--- src/rtl/intr_ctrl.sv ---
// Interrupt front-end for the OTTER control FSM: synchronise, edge-detect and latch sources.
// Optional debounce stage enabled by defining INTR_DEBOUNCE_EN.
module intr_ctrl #(
   parameter  int NUM_SRC         = 4,
   parameter  int DEBOUNCE_CYCLES = 4,
   localparam int IDW             = (NUM_SRC > 1) ? $clog2(NUM_SRC) : 1
) (
   input  logic               clk,
   input  logic               RST_N,
   input  logic [NUM_SRC-1:0] src_in,
   input  logic [NUM_SRC-1:0] mask,
   input  logic               mie,
   input  logic               int_taken,
   output logic               INTR,
   output logic [IDW-1:0]     int_id,
   output logic [NUM_SRC-1:0] pending,
   output logic [NUM_SRC-1:0] overrun
);

   if (NUM_SRC < 1 || NUM_SRC > 16 || DEBOUNCE_CYCLES < 1) begin : g_bad_cfg
      $error("intr_ctrl: unsupported NUM_SRC/DEBOUNCE_CYCLES");
   end

   logic [NUM_SRC-1:0] s1, s2, q, q_prev;
   logic [NUM_SRC-1:0] rise, sv, set_vec, clr_vec;
   logic [IDW-1:0]     id_sel;

   always_ff @(posedge clk or negedge RST_N) begin
      if (!RST_N) begin
         s1 <= '0;
         s2 <= '0;
      end else begin
         s1 <= src_in;
         s2 <= s1;
      end
   end

`ifdef INTR_DEBOUNCE_EN
   localparam int CW = $clog2(DEBOUNCE_CYCLES + 1);

   logic [CW-1:0]      cnt [NUM_SRC];
   logic [NUM_SRC-1:0] db;

   // State flips only after DEBOUNCE_CYCLES consecutive cycles of disagreement with s2.
   always_ff @(posedge clk or negedge RST_N) begin
      if (!RST_N) begin
         db <= '0;
         for (int unsigned i = 0; i < NUM_SRC; i++) cnt[i] <= '0;
      end else begin
         for (int unsigned i = 0; i < NUM_SRC; i++) begin
            if (s2[i] == db[i]) begin
               cnt[i] <= '0;
            end else if (cnt[i] == CW'(DEBOUNCE_CYCLES - 1)) begin
               db[i]  <= s2[i];
               cnt[i] <= '0;
            end else begin
               cnt[i] <= cnt[i] + CW'(1);
            end
         end
      end
   end

   assign q = db;
`else
   assign q = s2;
`endif

   always_ff @(posedge clk or negedge RST_N) begin
      if (!RST_N) q_prev <= '0;
      else        q_prev <= q;
   end

   assign rise    = q & ~q_prev;
   assign set_vec = rise & mask;
   assign sv      = pending & mask;
   assign INTR    = mie & (|sv);

   // Lowest index wins.
   always_comb begin
      logic found;
      id_sel = '0;
      found  = 1'b0;
      for (int unsigned i = 0; i < NUM_SRC; i++) begin
         if (sv[i] && !found) begin
            id_sel = IDW'(i);
            found  = 1'b1;
         end
      end
   end

   assign int_id = id_sel;

   always_comb begin
      clr_vec = '0;
      for (int unsigned i = 0; i < NUM_SRC; i++)
         clr_vec[i] = int_taken & INTR & (id_sel == IDW'(i));
   end

   // A set in the clear cycle wins over the clear and does not count as an overrun.
   always_ff @(posedge clk or negedge RST_N) begin
      if (!RST_N) begin
         pending <= '0;
         overrun <= '0;
      end else begin
         pending <= (pending & ~clr_vec) | set_vec;
         overrun <= (overrun & ~clr_vec) | (set_vec & pending & ~clr_vec);
      end
   end

endmodule
--- config.mk ---
export PLATFORM = sky130hd
export DESIGN_NAME = intr_ctrl
export DESIGN_NICKNAME = d
export VERILOG_FILES = /design/src/rtl/intr_ctrl.sv
export SDC_FILE = /design/constraint.sdc
export NUM_CORES = 1
export LEC_CHECK = 0
export ABC_AREA = 0
export CELL_PAD_IN_SITES_DETAIL_PLACEMENT = 1
export CELL_PAD_IN_SITES_GLOBAL_PLACEMENT = 1
export CORE_ASPECT_RATIO = 0.8
export CORE_MARGIN = 2
export CORE_UTILIZATION = 36
export DETAILED_ROUTE_END_ITERATION = 16
export GPL_TIMING_DRIVEN = 0
export PLACE_DENSITY_LB_ADDON = 0.3
export SYNTH_ARGS = -nofsm -noshare
export SYNTH_HDL_FRONTEND = slang
export SYNTH_SLANG_ARGS = --single-unit
export TNS_END_PERCENT = 1
--- constraint.sdc ---
create_clock -name clk -period 2.5 [get_ports clk]
set_input_delay 0.75 -clock clk [delete_from_list [all_inputs] [get_ports clk]]
set_output_delay 0.75 -clock clk [all_outputs]
set_load 0.005 [all_outputs]
==> results of run 1 <==
==> logic make-up after synthesis <==
| logic type | after synthesis | synth area share |
|---|---|---|
| AO/OA/AOI/OAI | 17 | 0.1754 |
| AND/OR/NAND/NOR | 15 | 0.1070 |
| flip-flops | 20 | 0.7018 |
| buffers and inverters | 3 | 0.01579 |
==> area by class of cell <==
| type | count | area, um^2 | share of cell area |
|---|---|---|---|
| clock buffer | 3 | 22.52 | 0.02256 |
| inverter | 3 | 11.26 | 0.01128 |
| multi-input combinational | 32 | 209.0 | 0.2093 |
| sequential | 20 | 500.5 | 0.5013 |
| tap | 24 | 30.03 | 0.03008 |
| timing repair buffer | 23 | 225.2 | 0.2256 |
==> metal layers <==
| layer | vias up | global-route usage | share of wire |
|---|---|---|---|
| met3 | 4 | 0.04138 | 0.061 |
| met1 | 278 | 0.2036 | 0.43 |
| met5 | - | 0 | 0 |
| met2 | 19 | 0.2780 | 0.49 |
| li1 | 258 | - | - |
| met4 | 0 | 0.07692 | 0.019 |
==> final timing paths <==
| kind | to | slack [ps] |
|---|---|---|
| worst min-delay path | q[3] | 360 |
| worst min register to register | q[3] | 360 |
| worst max register to register | pending[3] | 790 |
| worst max-delay path | INTR | 110 |
| max in group asynchronous | q_prev[0] | 1030 |
| min in group asynchronous | s1[2] | 940 |
==> where the power goes <==
part | total [mW] | switching [mW] | internal, mW
registers | 0.402 | 0.0367 | 0.365
logic | 0.179 | 0.0673 | 0.112
clock network | 0.146 | 0.0901 | 0.0561
total | 0.728 | 0.194 | 0.533
==> synthesized netlist by cell type <==
master / count
sky130_fd_sc_hd__dfrtp_1: 20
sky130_fd_sc_hd__nand2_1: 7
sky130_fd_sc_hd__a41oi_1: 4
sky130_fd_sc_hd__a21oi_1: 3
sky130_fd_sc_hd__a31oi_1: 3
sky130_fd_sc_hd__inv_1: 3
sky130_fd_sc_hd__nand3_1: 3
sky130_fd_sc_hd__a22o_1: 2
sky130_fd_sc_hd__a21o_1: 1
sky130_fd_sc_hd__a32o_1: 1
sky130_fd_sc_hd__a32oi_1: 1
sky130_fd_sc_hd__and2_1: 1
sky130_fd_sc_hd__and3b_1: 1
sky130_fd_sc_hd__nor2_1: 1
sky130_fd_sc_hd__nor2b_1: 1
sky130_fd_sc_hd__o21a_1: 1
sky130_fd_sc_hd__o21ai_0: 1
sky130_fd_sc_hd__or4b_1: 1
==> what timing repair did <==
item | 4_1_cts | 5_1_grt
gates cloned | 0 | 0
endpoints found under the setup margin | 3 | 1
resized for setup | 17 | 2
hold endpoints to repair | 0 | 0
hold buffers | 0 | 0
setup buffers | 1 | 0
pin swaps | 1 | 0
==> flip-flops by register name, indices dropped and copies added (netlist names) <==
register	count
s1	4
overrun	4
q_prev	4
pending	4
q	4
==> through the flow <==
| stage | hold slack (ps) | utilization | std cells |
|---|---|---|---|
| 6_report | 359.3 | 0.5327 | 105 |
| 5_1_grt | 371.3 | 0.5327 | 105 |
| 4_1_cts | 361.6 | 0.5287 | 105 |
| 3_5_place_dp | 337.9 | 0.5140 | 101 |
| 3_3_place_gp | 332.8 | 0.5140 | 101 |
| 2_1_floorplan | 331.2 | - | 55 |
==> critical path, stage by stage <==
cell and delay [ps]:
sky130_fd_sc_hd__clkdlybuf4s15_2 220, sky130_fd_sc_hd__a22o_1 240, sky130_fd_sc_hd__o21a_1 180, sky130_fd_sc_hd__dlygate4sd2_1 260
==> run summary, run 1 <==
The synthesized netlist occupies a cell area of 713.2 um^2. The finished cells cover 998.5 um^2. The worst hold path passes through 0 cells. For this configuration, the core starts out at a cell density of 0.3805.

The clock passes through at most 2 buffers. The number of nets handed over by synthesis was 67. The synthesized instance count is 55.

CTS built an H-tree with a depth of 1. The number of max-capacitance violations reported is 0. The floorplan step set the die height to 43.81 um. The critical path class is primary input to output pin.

The TritonCTS sink count came out at 20. The overall track demand over capacity in global routing is 0.1675. The detail-routed net length per standard cell came out at 15.21 um. The fraction of final layout cells with drive strength greater than 1 is 0.1111. The critical path starts at mask[1]. In this run the clock root is driven by a sky130_fd_sc_hd__clkbuf_4. The tightest slew margin relative to the limit came out at 0.4218. The number of global-route vias before repair came out at 616.

The worst setup slack before clock tree synthesis came out at -511.4 ps. The initial antenna violation count was 0. The antenna diode instance count is 0. Setup repair after global routing left no endpoint under its margin. The hold path startpoint is s1[3]. The setup total negative slack is 0 ps.

The filler cells instantiated in the layout total 198. The overall power consumption is 0.7275 mW. The synthesis-stage register bit count is 20. The clock reaches the later pin of the worst-skew pair after 290 ps.

The core footprint is 1874 um^2. The leakage power came out at 0.4509 nW. The remaining design rule violation count came out at 0. The horizontal die dimension came out at 53.76 um. Yosys attributes the largest share of cell area to sky130_fd_sc_hd__dfrtp_1 70%, sky130_fd_sc_hd__a41oi_1 4.9%, sky130_fd_sc_hd__nand2_1 3.7%, sky130_fd_sc_hd__a31oi_1 2.6%, sky130_fd_sc_hd__a22o_1 2.5%. The share of synthesized area occupied by flip-flops and latches came out at 0.7018.

The starting DRC count in detailed routing is 13. The number of buffers created by CTS came out at 3. The via density per instance came out at 5.324. Along the worst path, the maximum fanout reaches 5. TritonCTS built the clock tree. In the layout the commonest cells are 20 x sky130_fd_sc_hd__dfrtp_1, 14 x sky130_fd_sc_hd__clkdlybuf4s50_1, 6 x sky130_fd_sc_hd__nand2_1. The number of hold violations in the final report is 0.

The total congestion overflow after global routing is 0. The global-route wire length before repair came out at 2711 um. The half-perimeter wire length of the detailed placement result came out at 1183 um. In the finished design, the share of the clock period the worst path needs comes to 0.9573. The worst register-to-register path begins at pending[0]. The smallest clock period supported by the final layout is computed as 2393 ps. Of the post-synthesis cell area, the dominant cell type holds 0.7018. The length in cells of the worst reg-to-reg path is 4. The worst IR drop on VDD is 440.1 uV. Setup violations remaining at the end of the flow were counted as 0. The final weighted congestion in routability-driven placement came out at 0.7189.

Timing would allow up to 417.8 MHz. The final worst setup slack is 106.7 ps. The count of pins on the block boundary is 23. The critical path data required time came out at 1750 ps. The min-delay analysis places its worst path in the category flip-flop to flip-flop. The average instance in the mapped netlist occupies 12.97 um^2. The final layout contains 95 nets. The post-detailed-route count of antenna-violating nets is 0. For this run, the number of Yosys warnings is 0. The via count is 559. The library cell used most frequently in the layout, excluding fill and tap cells, is sky130_fd_sc_hd__dfrtp_1. The die covers 2355 um^2. Wires add up to 1597 um. sky130_fd_sc_hd__dfrtp_1 takes more of the synthesized area than any other cell.

Compared with the post-synthesis result, the final layout area differs by 40.00%. The clock edge transition at the registers on the reported setup and hold paths is 100 ps. The power density relative to cell area came out at 728.6 nW/um^2.

The measured slew at the worst slew-check pin came out at 864.6 ps. STA puts the critical path data arrival time at 1640 ps. The post-place instance area came out at 963.4 um^2. The number of placement rows came out at 14. After synthesis, the netlist uses 18 different library cells. The clock arrives with 1.382 ps of skew. The run finished with clean final reports.

The worst setup path is launched from a primary input. Buffers placed on the I/O ports in this run total 22. The maximum number of pins on one net before global-route repair came out at 21. The max-slew violation total from the final report is 0.

The worst setup path is captured at an output pin. The number of detailed-routing iterations run before antenna repair came out at 4.
No activity file was read; power rests on OpenSTA's default activity.
==> run 2, diff against run 1 <==
--- a/config.mk
+++ b/config.mk
@@ -11,6 +11,7 @@
 export CORE_ASPECT_RATIO = 0.8
 export CORE_MARGIN = 2
 export CORE_UTILIZATION = 36
+export CTS_CLUSTER_DIAMETER = 40
 export DETAILED_ROUTE_END_ITERATION = 16
 export GPL_TIMING_DRIVEN = 0
 export PLACE_DENSITY_LB_ADDON = 0.3
==> results of run 2 <==
No change in the layout: final DEF, timing and power equal those of run 1.
